<file path="config.mk">
export PLATFORM = sky130hd
export DESIGN_NAME = tx_status_irq_ctrl_flat
export DESIGN_NICKNAME = d
export VERILOG_FILES = /design/src/rtl/tx_status_irq_ctrl_if.sv /design/src/rtl/tx_status_irq_ctrl.sv /design/src/flat_wrapper.sv
export SDC_FILE = /design/constraint.sdc
export NUM_CORES = 1
export LEC_CHECK = 0
export BUFFER_PORTS_ARGS = -buffer_cell sky130_fd_sc_hd__buf_2
export CAP_MARGIN = 0
export CORE_MARGIN = 2
export CORE_UTILIZATION = 62
export CTS_CLUSTER_SIZE = 25
export DETAILED_ROUTE_END_ITERATION = 16
export PLACE_DENSITY_LB_ADDON = 0.3
export SYNTH_ARGS = -nofsm -noshare
export SYNTH_HDL_FRONTEND = slang
export SYNTH_SLANG_ARGS = --single-unit
export TNS_END_PERCENT = 100
</file>
<file path="constraint.sdc">
create_clock -name clk -period 4.41 [get_ports clk]
set_input_delay 0.2205 -clock clk [delete_from_list [all_inputs] [get_ports clk]]
set_output_delay 0.2205 -clock clk [all_outputs]
set_load 0.1 [all_outputs]
</file>
<file path="src/rtl/tx_status_irq_ctrl_if.sv">
// rtl/tx_status_irq_ctrl_if.sv - status FIFO strobe / IRQ bundle for tx_status_irq_ctrl
//
// Purpose:
//   Groups the status FIFO strobes, the software ack and the controller's
//   observable outputs into one bundle.
// Signals:
//   fifo_wren        master->slave  status FIFO write strobe
//   fifo_rden        master->slave  status FIFO read strobe (AXI pop)
//   irq_ack          master->slave  1-cycle software ack pulse
//   tx_status_irq    slave->master  level interrupt to PS
//   pending_count    slave->master  shadowed FIFO occupancy
//   overflow_sticky  slave->master  write-while-full flag
interface tx_status_irq_ctrl_if #(
  parameter int CNT_WIDTH = 7
);
  logic                 fifo_wren;
  logic                 fifo_rden;
  logic                 irq_ack;
  logic                 tx_status_irq;
  logic [CNT_WIDTH-1:0] pending_count;
  logic                 overflow_sticky;

  modport master (
    output fifo_wren,
    output fifo_rden,
    output irq_ack,
    input  tx_status_irq,
    input  pending_count,
    input  overflow_sticky
  );

  modport slave (
    input  fifo_wren,
    input  fifo_rden,
    input  irq_ack,
    output tx_status_irq,
    output pending_count,
    output overflow_sticky
  );
endinterface

</file>
<file path="src/rtl/tx_status_irq_ctrl.sv">
// rtl/tx_status_irq_ctrl.sv - TX status FIFO occupancy shadow and IRQ coalescing controller
//
// Purpose:
//   Shadows the occupancy of the 32-bit x 64-entry TX status FIFO from its
//   write/read strobes. Coalesces entries into one level IRQ that fires on an
//   entry-count threshold or a coalescing timeout. After a software ack, the
//   IRQ is held off for HOLDOFF_CYCLES. Writes into a full FIFO set a sticky
//   overflow flag.
// Ports:
//   clk                 in   clock
//   rstn                in   synchronous active-low reset
//   bus                 slave modport of tx_status_irq_ctrl_if (strobes, ack, irq, count, sticky)
//   i_cfg_irq_en        in   1 = IRQ generation enabled
//   i_cfg_irq_thresh    in   fire when count >= thresh (0 behaves as 1)
//   i_cfg_irq_timeout   in   fire when coalescing timer reaches this value
//   o_drop_count        out  writes lost to overflow, saturating (TX_STATUS_IRQ_STATS_EN only)
//   o_irq_count         out  number of IRQ assertions, wrapping (TX_STATUS_IRQ_STATS_EN only)
// Configuration:
//   TX_STATUS_IRQ_STATS_EN  when defined, adds the drop/irq statistics counters and ports.
module tx_status_irq_ctrl #(
  parameter int FIFO_DEPTH     = 64,
  parameter int CNT_WIDTH      = 7,
  parameter int TIMER_WIDTH    = 16,
  parameter int HOLDOFF_CYCLES = 16
) (
  input  logic                   clk,
  input  logic                   rstn,
  tx_status_irq_ctrl_if.slave    bus,
  input  logic                   i_cfg_irq_en,
  input  logic [CNT_WIDTH-1:0]   i_cfg_irq_thresh,
`ifdef TX_STATUS_IRQ_STATS_EN
  input  logic [TIMER_WIDTH-1:0] i_cfg_irq_timeout,
  output logic [15:0]            o_drop_count,
  output logic [15:0]            o_irq_count
`else
  input  logic [TIMER_WIDTH-1:0] i_cfg_irq_timeout
`endif
);

  localparam int HO_WIDTH = (HOLDOFF_CYCLES > 1) ? $clog2(HOLDOFF_CYCLES) : 1;
  localparam logic [CNT_WIDTH-1:0] DEPTH_C   = CNT_WIDTH'(FIFO_DEPTH);
  localparam logic [HO_WIDTH-1:0]  HO_LAST_C = HO_WIDTH'(HOLDOFF_CYCLES - 1);

  typedef enum logic [1:0] {
    S_IDLE    = 2'd0,
    S_COLLECT = 2'd1,
    S_IRQ     = 2'd2,
    S_HOLDOFF = 2'd3
  } state_t;

  state_t                 r_state;
  state_t                 w_state_nxt;
  logic [CNT_WIDTH-1:0]   r_count;
  logic                   r_ovf;
  logic [TIMER_WIDTH-1:0] r_timer;
  logic [TIMER_WIDTH-1:0] w_timer_nxt;
  logic [HO_WIDTH-1:0]    r_holdoff;
  logic [HO_WIDTH-1:0]    w_holdoff_nxt;
  logic                   w_irq_enter;

  logic                   w_inc;
  logic                   w_dec;
  logic                   w_full;
  logic                   w_ovf_set;
  logic                   w_nonzero;
  logic [CNT_WIDTH-1:0]   w_eff_thresh;

  assign w_full    = (r_count == DEPTH_C);
  assign w_nonzero = (r_count != '0);
  // Simultaneous push/pop cancels except at the rails, where only the legal
  // half of the pair takes effect; inc/dec gating alone yields that.
  assign w_inc     = bus.fifo_wren & ~w_full;
  assign w_dec     = bus.fifo_rden & w_nonzero;
  assign w_ovf_set = bus.fifo_wren & ~bus.fifo_rden & w_full;
  assign w_eff_thresh = (i_cfg_irq_thresh == '0) ? CNT_WIDTH'(1) : i_cfg_irq_thresh;

  // Occupancy shadow and overflow flag
  always_ff @(posedge clk) begin
    if (!rstn) begin
      r_count <= '0;
      r_ovf   <= 1'b0;
    end else begin
      if (w_inc && !w_dec) begin
        r_count <= r_count + CNT_WIDTH'(1);
      end else if (w_dec && !w_inc) begin
        r_count <= r_count - CNT_WIDTH'(1);
      end
      // A new overflow in the ack cycle must not be lost.
      if (w_ovf_set) begin
        r_ovf <= 1'b1;
      end else if (bus.irq_ack) begin
        r_ovf <= 1'b0;
      end
    end
  end

  // FSM state register plus its timers
  always_ff @(posedge clk) begin
    if (!rstn) begin
      r_state   <= S_IDLE;
      r_timer   <= '0;
      r_holdoff <= '0;
    end else begin
      r_state   <= w_state_nxt;
      r_timer   <= w_timer_nxt;
      r_holdoff <= w_holdoff_nxt;
    end
  end

  // Next-state logic; everything is evaluated on the registered count
  always_comb begin
    w_state_nxt   = r_state;
    w_timer_nxt   = r_timer;
    w_holdoff_nxt = r_holdoff;
    w_irq_enter   = 1'b0;
    if (!i_cfg_irq_en) begin
      w_state_nxt = S_IDLE;
    end else begin
      case (r_state)
        S_IDLE: begin
          if (w_nonzero) begin
            w_state_nxt = S_COLLECT;
            w_timer_nxt = '0;
          end
        end
        S_COLLECT: begin
          if (r_timer != '1) begin
            w_timer_nxt = r_timer + TIMER_WIDTH'(1);
          end
          if ((r_count >= w_eff_thresh) || (r_timer >= i_cfg_irq_timeout)) begin
            w_state_nxt = S_IRQ;
            w_irq_enter = 1'b1;
          end else if (!w_nonzero) begin
            // Software drained the FIFO by polling; nothing left to report.
            w_state_nxt = S_IDLE;
          end
        end
        S_IRQ: begin
          if (bus.irq_ack) begin
            w_state_nxt   = S_HOLDOFF;
            w_holdoff_nxt = '0;
          end
        end
        S_HOLDOFF: begin
          if (r_holdoff == HO_LAST_C) begin
            if (w_nonzero) begin
              w_state_nxt = S_COLLECT;
              w_timer_nxt = '0;
            end else begin
              w_state_nxt = S_IDLE;
            end
          end else begin
            w_holdoff_nxt = r_holdoff + HO_WIDTH'(1);
          end
        end
        default: begin
          w_state_nxt = S_IDLE;
        end
      endcase
    end
  end

  assign bus.tx_status_irq   = (r_state == S_IRQ);
  assign bus.pending_count   = r_count;
  assign bus.overflow_sticky = r_ovf;

`ifdef TX_STATUS_IRQ_STATS_EN
  logic [15:0] r_drop_count;
  logic [15:0] r_irq_count;

  always_ff @(posedge clk) begin
    if (!rstn) begin
      r_drop_count <= '0;
      r_irq_count  <= '0;
    end else begin
      if (w_ovf_set && (r_drop_count != 16'hFFFF)) begin
        r_drop_count <= r_drop_count + 16'd1;
      end
      if (w_irq_enter) begin
        r_irq_count <= r_irq_count + 16'd1;
      end
    end
  end

  assign o_drop_count = r_drop_count;
  assign o_irq_count  = r_irq_count;
`else
  // Keeps the enter strobe referenced when the statistics block is absent.
  logic w_unused;
  assign w_unused = w_irq_enter;
`endif

endmodule

</file>
<file path="src/flat_wrapper.sv">
// flat-port wrapper written by rule: the top's interface ports become plain ports
module tx_status_irq_ctrl_flat 
#(
  parameter int FIFO_DEPTH     = 64,
  parameter int CNT_WIDTH      = 7,
  parameter int TIMER_WIDTH    = 16,
  parameter int HOLDOFF_CYCLES = 16
)
  (clk, rstn, i_cfg_irq_en, i_cfg_irq_thresh, i_cfg_irq_timeout, bus_fifo_wren, bus_fifo_rden, bus_irq_ack, bus_tx_status_irq, bus_pending_count, bus_overflow_sticky);
  tx_status_irq_ctrl_if #(.CNT_WIDTH(CNT_WIDTH)) bus_i ();
  input  logic clk;
  input  logic rstn;
  input  logic i_cfg_irq_en;
  input  logic [CNT_WIDTH-1:0] i_cfg_irq_thresh;
  input  logic [TIMER_WIDTH-1:0] i_cfg_irq_timeout;
  input wire logic [$bits(bus_i.fifo_wren)-1:0] bus_fifo_wren;
  input wire logic [$bits(bus_i.fifo_rden)-1:0] bus_fifo_rden;
  input wire logic [$bits(bus_i.irq_ack)-1:0] bus_irq_ack;
  output wire logic [$bits(bus_i.tx_status_irq)-1:0] bus_tx_status_irq;
  output wire logic [$bits(bus_i.pending_count)-1:0] bus_pending_count;
  output wire logic [$bits(bus_i.overflow_sticky)-1:0] bus_overflow_sticky;
  assign bus_i.fifo_wren = bus_fifo_wren;
  assign bus_i.fifo_rden = bus_fifo_rden;
  assign bus_i.irq_ack = bus_irq_ack;
  assign bus_tx_status_irq = bus_i.tx_status_irq;
  assign bus_pending_count = bus_i.pending_count;
  assign bus_overflow_sticky = bus_i.overflow_sticky;
  tx_status_irq_ctrl #(.FIFO_DEPTH(FIFO_DEPTH), .CNT_WIDTH(CNT_WIDTH), .TIMER_WIDTH(TIMER_WIDTH), .HOLDOFF_CYCLES(HOLDOFF_CYCLES)) u_core (.clk(clk), .rstn(rstn), .bus(bus_i), .i_cfg_irq_en(i_cfg_irq_en), .i_cfg_irq_thresh(i_cfg_irq_thresh), .i_cfg_irq_timeout(i_cfg_irq_timeout));
endmodule
</file>
; Word-level counts from Yosys, hierarchy flattened
; Index checks and enable logic that the tools add are counted.
[totals]
reg_bits = 30
in_bits = 29
wordCells = 64
[classes]
add_sub_neg = 4
order_cmp = 2
n_eq_ne = 12
muxes = 19
n_bitwise = 6
reduce_logical = 16
[ops]
columns = cell, n
row1 = 16-bit two-way mux, 3
row2 = 16-bit case mux with 3 select lines, 1
row3 = 7-bit two-way mux, 3
row4 = 16-bit by 1-bit adder with 16-bit output (second input constant), 1
row5 = 16-bit >= comparator, 1
row6 = 16-bit != test (second input constant), 1
row7 = 4-bit AND reduction, 3
row8 = 2-bit two-way mux, 5
row9 = 4-bit two-way mux, 2
row10 = 2-bit case mux with 4 select lines, 1
row11 = 4-bit case mux with 2 select lines, 1
row12 = 7-bit by 1-bit adder with 7-bit output (second input constant), 1
row13 = 7-bit equality test (second input constant), 1
row14 = 7-bit >= comparator, 1
row15 = 7-bit zero test, 1
row16 = 7-bit nonzero test, 1
row17 = 7-bit by 1-bit subtractor with 7-bit output (second input constant), 1
row18 = 2-bit by 1-bit != test with 1-bit output (second input constant), 3
row19 = 2-bit nonzero test, 3
row20 = 4-bit by 1-bit adder with 4-bit output (second input constant), 1
row21 = 1-bit AND, 4
row22 = 2-bit equality test (second input constant), 2
row23 = 4-bit equality test (second input constant), 1
row24 = 2-bit != test (second input constant), 2
row25 = other kinds (10), 15

; Depth between registers and ports, before layout
[depth]
ltp_word = 7
depth_mapped = 11

; Least setup slack after synthesis
; Ideal clock, no wire load.
[synth_path]
path_type = register to register
start = register u_core.r_count[0], in the netlist u_core.bus.pending_count[0]
end = register u_core.r_count[5], in the netlist u_core.bus.pending_count[5]
arrival_ns = 3.217
required_ns = 4.345
slack_ns = 1.128
path_stages_with_launch = 12
synth_period_minus_slack_ns = 3.282
path_cell_list = dfxtp_1 nor4_1 nor3b_1 a21boi_0 ha_1 inv_1 ha_1 a21o_1 a21oi_1 o21ai_0 or4_1 nand3_1
[synth_via]
elab_chain_cells = 6
word_cells_on_any_way = 14
classes_between = 2 x add/sub / 1 x eq/ne / 2 x mux / 3 x bitwise / 6 x reduce/logical
[synth_lines]
columns = element, line_no
row1 = start: declaration, tx_status_irq_ctrl.sv:53  ; logic [CNT_WIDTH-1:0] r_count;
row2 = start signal: assignment, tx_status_irq_ctrl.sv:84  ; r_count <= r_count + CNT_WIDTH'(1);
row3 = start signal: assignment, tx_status_irq_ctrl.sv:86  ; r_count <= r_count - CNT_WIDTH'(1);
row4 = "parallel branches: the longest is 6 deep, another holds 7-bit by 1-bit subtractor with 7-bit output", n/a
; Several ways; the timed one is not identified. The select of a mux whose other input is x is not followed.
; A chain may end at the register's enable or synchronous reset.

; Worst setup path in the final report
[layout_path]
start = register u_core.r_count[4], in the netlist u_core.bus.pending_count[4]
end = register u_core.r_count[5], in the netlist u_core.bus.pending_count[5]
; Same word-level chain as after synthesis.

==> key figures <==
Yosys
  – Number of synthesized flops with an enable pin: 0
  – Share of flip-flops with an asynchronous set or reset: 0%
  – Yosys warns: 0
  – Synth area leader: dfxtp_1
  – Mapped Area: 2456 µm²
  – Library cells used by synthesis: 62
  – Synth Flop Type: dfxtp_1
  – Leading post-synthesis cells by cell area: dfxtp_1 24%, ha_1 16%, inv_1 4.3%
  – Most numerous cell in the Yosys netlist: ha_1
  – Synth cell count leaders: 31 x ha_1, 30 x dfxtp_1, 28 x inv_1, 28 x nand2_1, 20 x a21oi_1
  – Seq/Total Area, Yosys: 24.45%
  – Share of the synthesized area in the top cell type: 24.45%
  – Synth Net Count: 360
  – Syn Area/Cell: 8.214 µm²
  – Syn Inst Count: 299
  – Synth Register Bits: 30

Timing
  – RSZ-0062 raised after global routing: false
  – WHS: 0.2325 ns
  – Final critical-path share of the clock period: 71.20%
  – Slew Viols, Final: 0
  – Final Hold Viols: 0
  – Minimum clock period after layout: 3.140 ns
  – Final setup TNS: 0 ns
  – F_max: 318.5 MHz
  – Slew @ Worst Pin: 0.6513 ns
  – Final Skew: 0.005463 ns
  – Slew margin rel.: 56.49%
  – Setup-failing EPs final: 0

Global routing
  – First-pass GRT wire length: 9.397 mm
  – Vias in the first global route: 2145
  – GRT Overall Usage: 27.20%
  – GR Layer Usage met3: 5.743%
  – GRT Residual Overflow: 0
  – Largest net degree at the start of global routing: 35
  – Grt met1 use: 32.54%
  – M2 GR Usage: 47.63%
  – Antenna violations before repair: 0
  – GRT Max-Usage Layer: met2

Route
  – Vias: 2328
  – Routed Antenna Nets: 0
  – Routed len/inst: 13.95 µm
  – Vias per inst: 6.142
  – Final wirelength: 5.286 mm
  – DRC errors left: 0
  – First-pass DRT Iterations: 4
  – DR iter-0 viols: 176

Cells and area
  – Net count, final: 393
  – Layout area overhead: 10.90%
  – Final Cell Area: 2724 µm²
  – Fillers: 326
  – Layout cells sized above 1: 15.41%
  – # diodes: 0

Floorplan
  – I/O Pins: 38
  – DIE WIDTH: 66.94 µm
  – # rows: 22
  – Die area: 4481 µm²
  – Core Region: 3744 µm²
  – Die Y: 66.94 µm
  – Initial core utilization: 65.61%

Critical path
  – Critical Path AT: 3.36 ns
  – Critical path class: register to register
  – Worst r2r path cells: 11
  – Crit end category: register
  – CP startpoint kind: register
  – R2R Path End: u_core.bus.pending_count[5]$_SDFFE_PN0P_
  – Req. time, crit path: 4.63 ns
  – Crit path to: u_core.bus.pending_count[5]$_SDFFE_PN0P_
  – FF-to-FF setup slack: 1.27 ns
  – Crit path launch: u_core.bus.pending_count[4]$_SDFFE_PN0P_
  – Critical-path maximum fanout: 6
  – Reg2reg start: u_core.bus.pending_count[4]$_SDFFE_PN0P_

Status
  – Outcome: finished clean

Place
  – GP Congestion: 0.8478
  – Dpl hpwl: 4.015 mm
  – Port buffer count: 37
  – Dpl cell area: 2641 µm²

CTS
  – Worst skew pair latency: 0.28 ns
  – Clock Path Buffers: 2
  – Total CTS buffers: 5
  – Post-CTS resize count: 0
  – Clock transition at path regs: 0.06 ns
  – Hold_buf cts: 0
  – Postcts setup bufs: 0
  – CTS sink cnt: 30
  – CTS root buf: clkbuf_8
  – H-tree depth: 2
  – CTS tree: done

Worst hold path
  – Hold WC Path Type: input pin to register
  – Hold path startpoint: i_cfg_irq_en

Power
  – Lkg Pwr: 1.198 nW
  – Power per standard cell area: 503.4 nW/µm²
  – Power Total: 1.371 mW
  – VDD IR-drop max: 0.5488 mV

Run
  – Max Cap Viol: 0
-- per-stage QoR --
stage / utilization, % / worst slack (ns) / cells
final: 72.76 / 1.270 / 379
after global routing: 72.76 / 1.076 / 379
after CTS: 72.76 / 1.294 / 379
after detailed placement: 70.55 / 1.325 / 373
after global placement: 70.55 / 1.434 / 373
after floorplan: - / 1.128 / 299
-- layout by cell type (no fill, tap or decap), types with 5 or more instances in the layout --
cell | netlist | routed
a21oi_1 | 20 | 20
and2_1 | 8 | 8
buf_2 | 0 | 37
clkbuf_8 | 0 | 6
dfxtp_1 | 30 | 30
ha_1 | 31 | 31
inv_1 | 28 | 28
nand2_1 | 28 | 28
nand3_1 | 13 | 13
nand4_1 | 7 | 7
nor2_1 | 9 | 9
nor2b_1 | 7 | 7
o21ai_0 | 8 | 8
o221ai_1 | 5 | 5
o31ai_1 | 8 | 8
or4_1 | 11 | 11
-- sequential cells by signal, summed over array words and instances (netlist names), named ones only --
signal,count
u_core.r_timer,16
u_core.r_holdoff,4
u_core.r_state,1
u_core.bus.pending_count,7
u_core.bus.overflow_sticky,1
-- logic make-up (layout without fill, tap and decap cells) --
group / count (synthesis) / after routing / share of synthesized area (%)
AOI/OAI and AO/OA: 75 / 75 / 22.31
xor gates and xnor gates: 5 / 5 / 1.783
adders and majority gates: 33 / 33 / 17.07
buffers and inverters: 39 / 71 / 6.724
DFF: 30 / 30 / 24.45
muxes: 2 / 2 / 0.8151
and+or+nand+nor: 115 / 115 / 26.85
-- worst max-delay path, cell delays in order (launching register included) --
cell	delay [ns]
dfxtp_1	0.35
nor4_1	0.46
nor3b_1	0.30
a21boi_0	0.15
ha_1	0.27
inv_1	0.21
ha_1	0.27
a21o_1	0.17
a21oi_1	0.20
o21ai_0	0.14
or4_1	0.48
nand3_1	0.08
-- cell type report --
cell class / count / area (µm²) / area share, %
Multi-Input combinational cell: 230 / 1690 / 62.06
Sequential cell: 30 / 600.6 / 22.05
Timing Repair Buffer: 37 / 185.2 / 6.798
Inverter: 28 / 105.1 / 3.859
Clock buffer: 6 / 82.58 / 3.032
Tap cell: 48 / 60.06 / 2.205
-- layer usage --
metal	up-vias	share of wire, %
met5	-	0
met4	0	1.6
met3	9	5.2
met2	60	48
met1	1080	45
li1	1179	-
-- where the power goes --
group	leakage (nW)	total, mW	switching, mW	internal [mW]
clock	0.0431	0.219	0.0988	0.120
combinational	0.911	0.792	0.532	0.260
sequential	0.243	0.361	0.0558	0.305
-- worst min path at each step --
stage                                                    endpoint  slack (ns)  depth (start not counted)
after floorplan                                          register        0.36                          2
after global placement    u_core.bus.overflow_sticky$_SDFFE_PN0P_        0.48                          2
after detailed placement          u_core.r_timer[14]$_SDFFE_PN0P_        0.49                          2
after CTS                                                register        0.23                          3
after global routing                                     register        0.23                          3
final                                                    register        0.23                          3
Note: power is estimated with default switching activity, not from simulation.
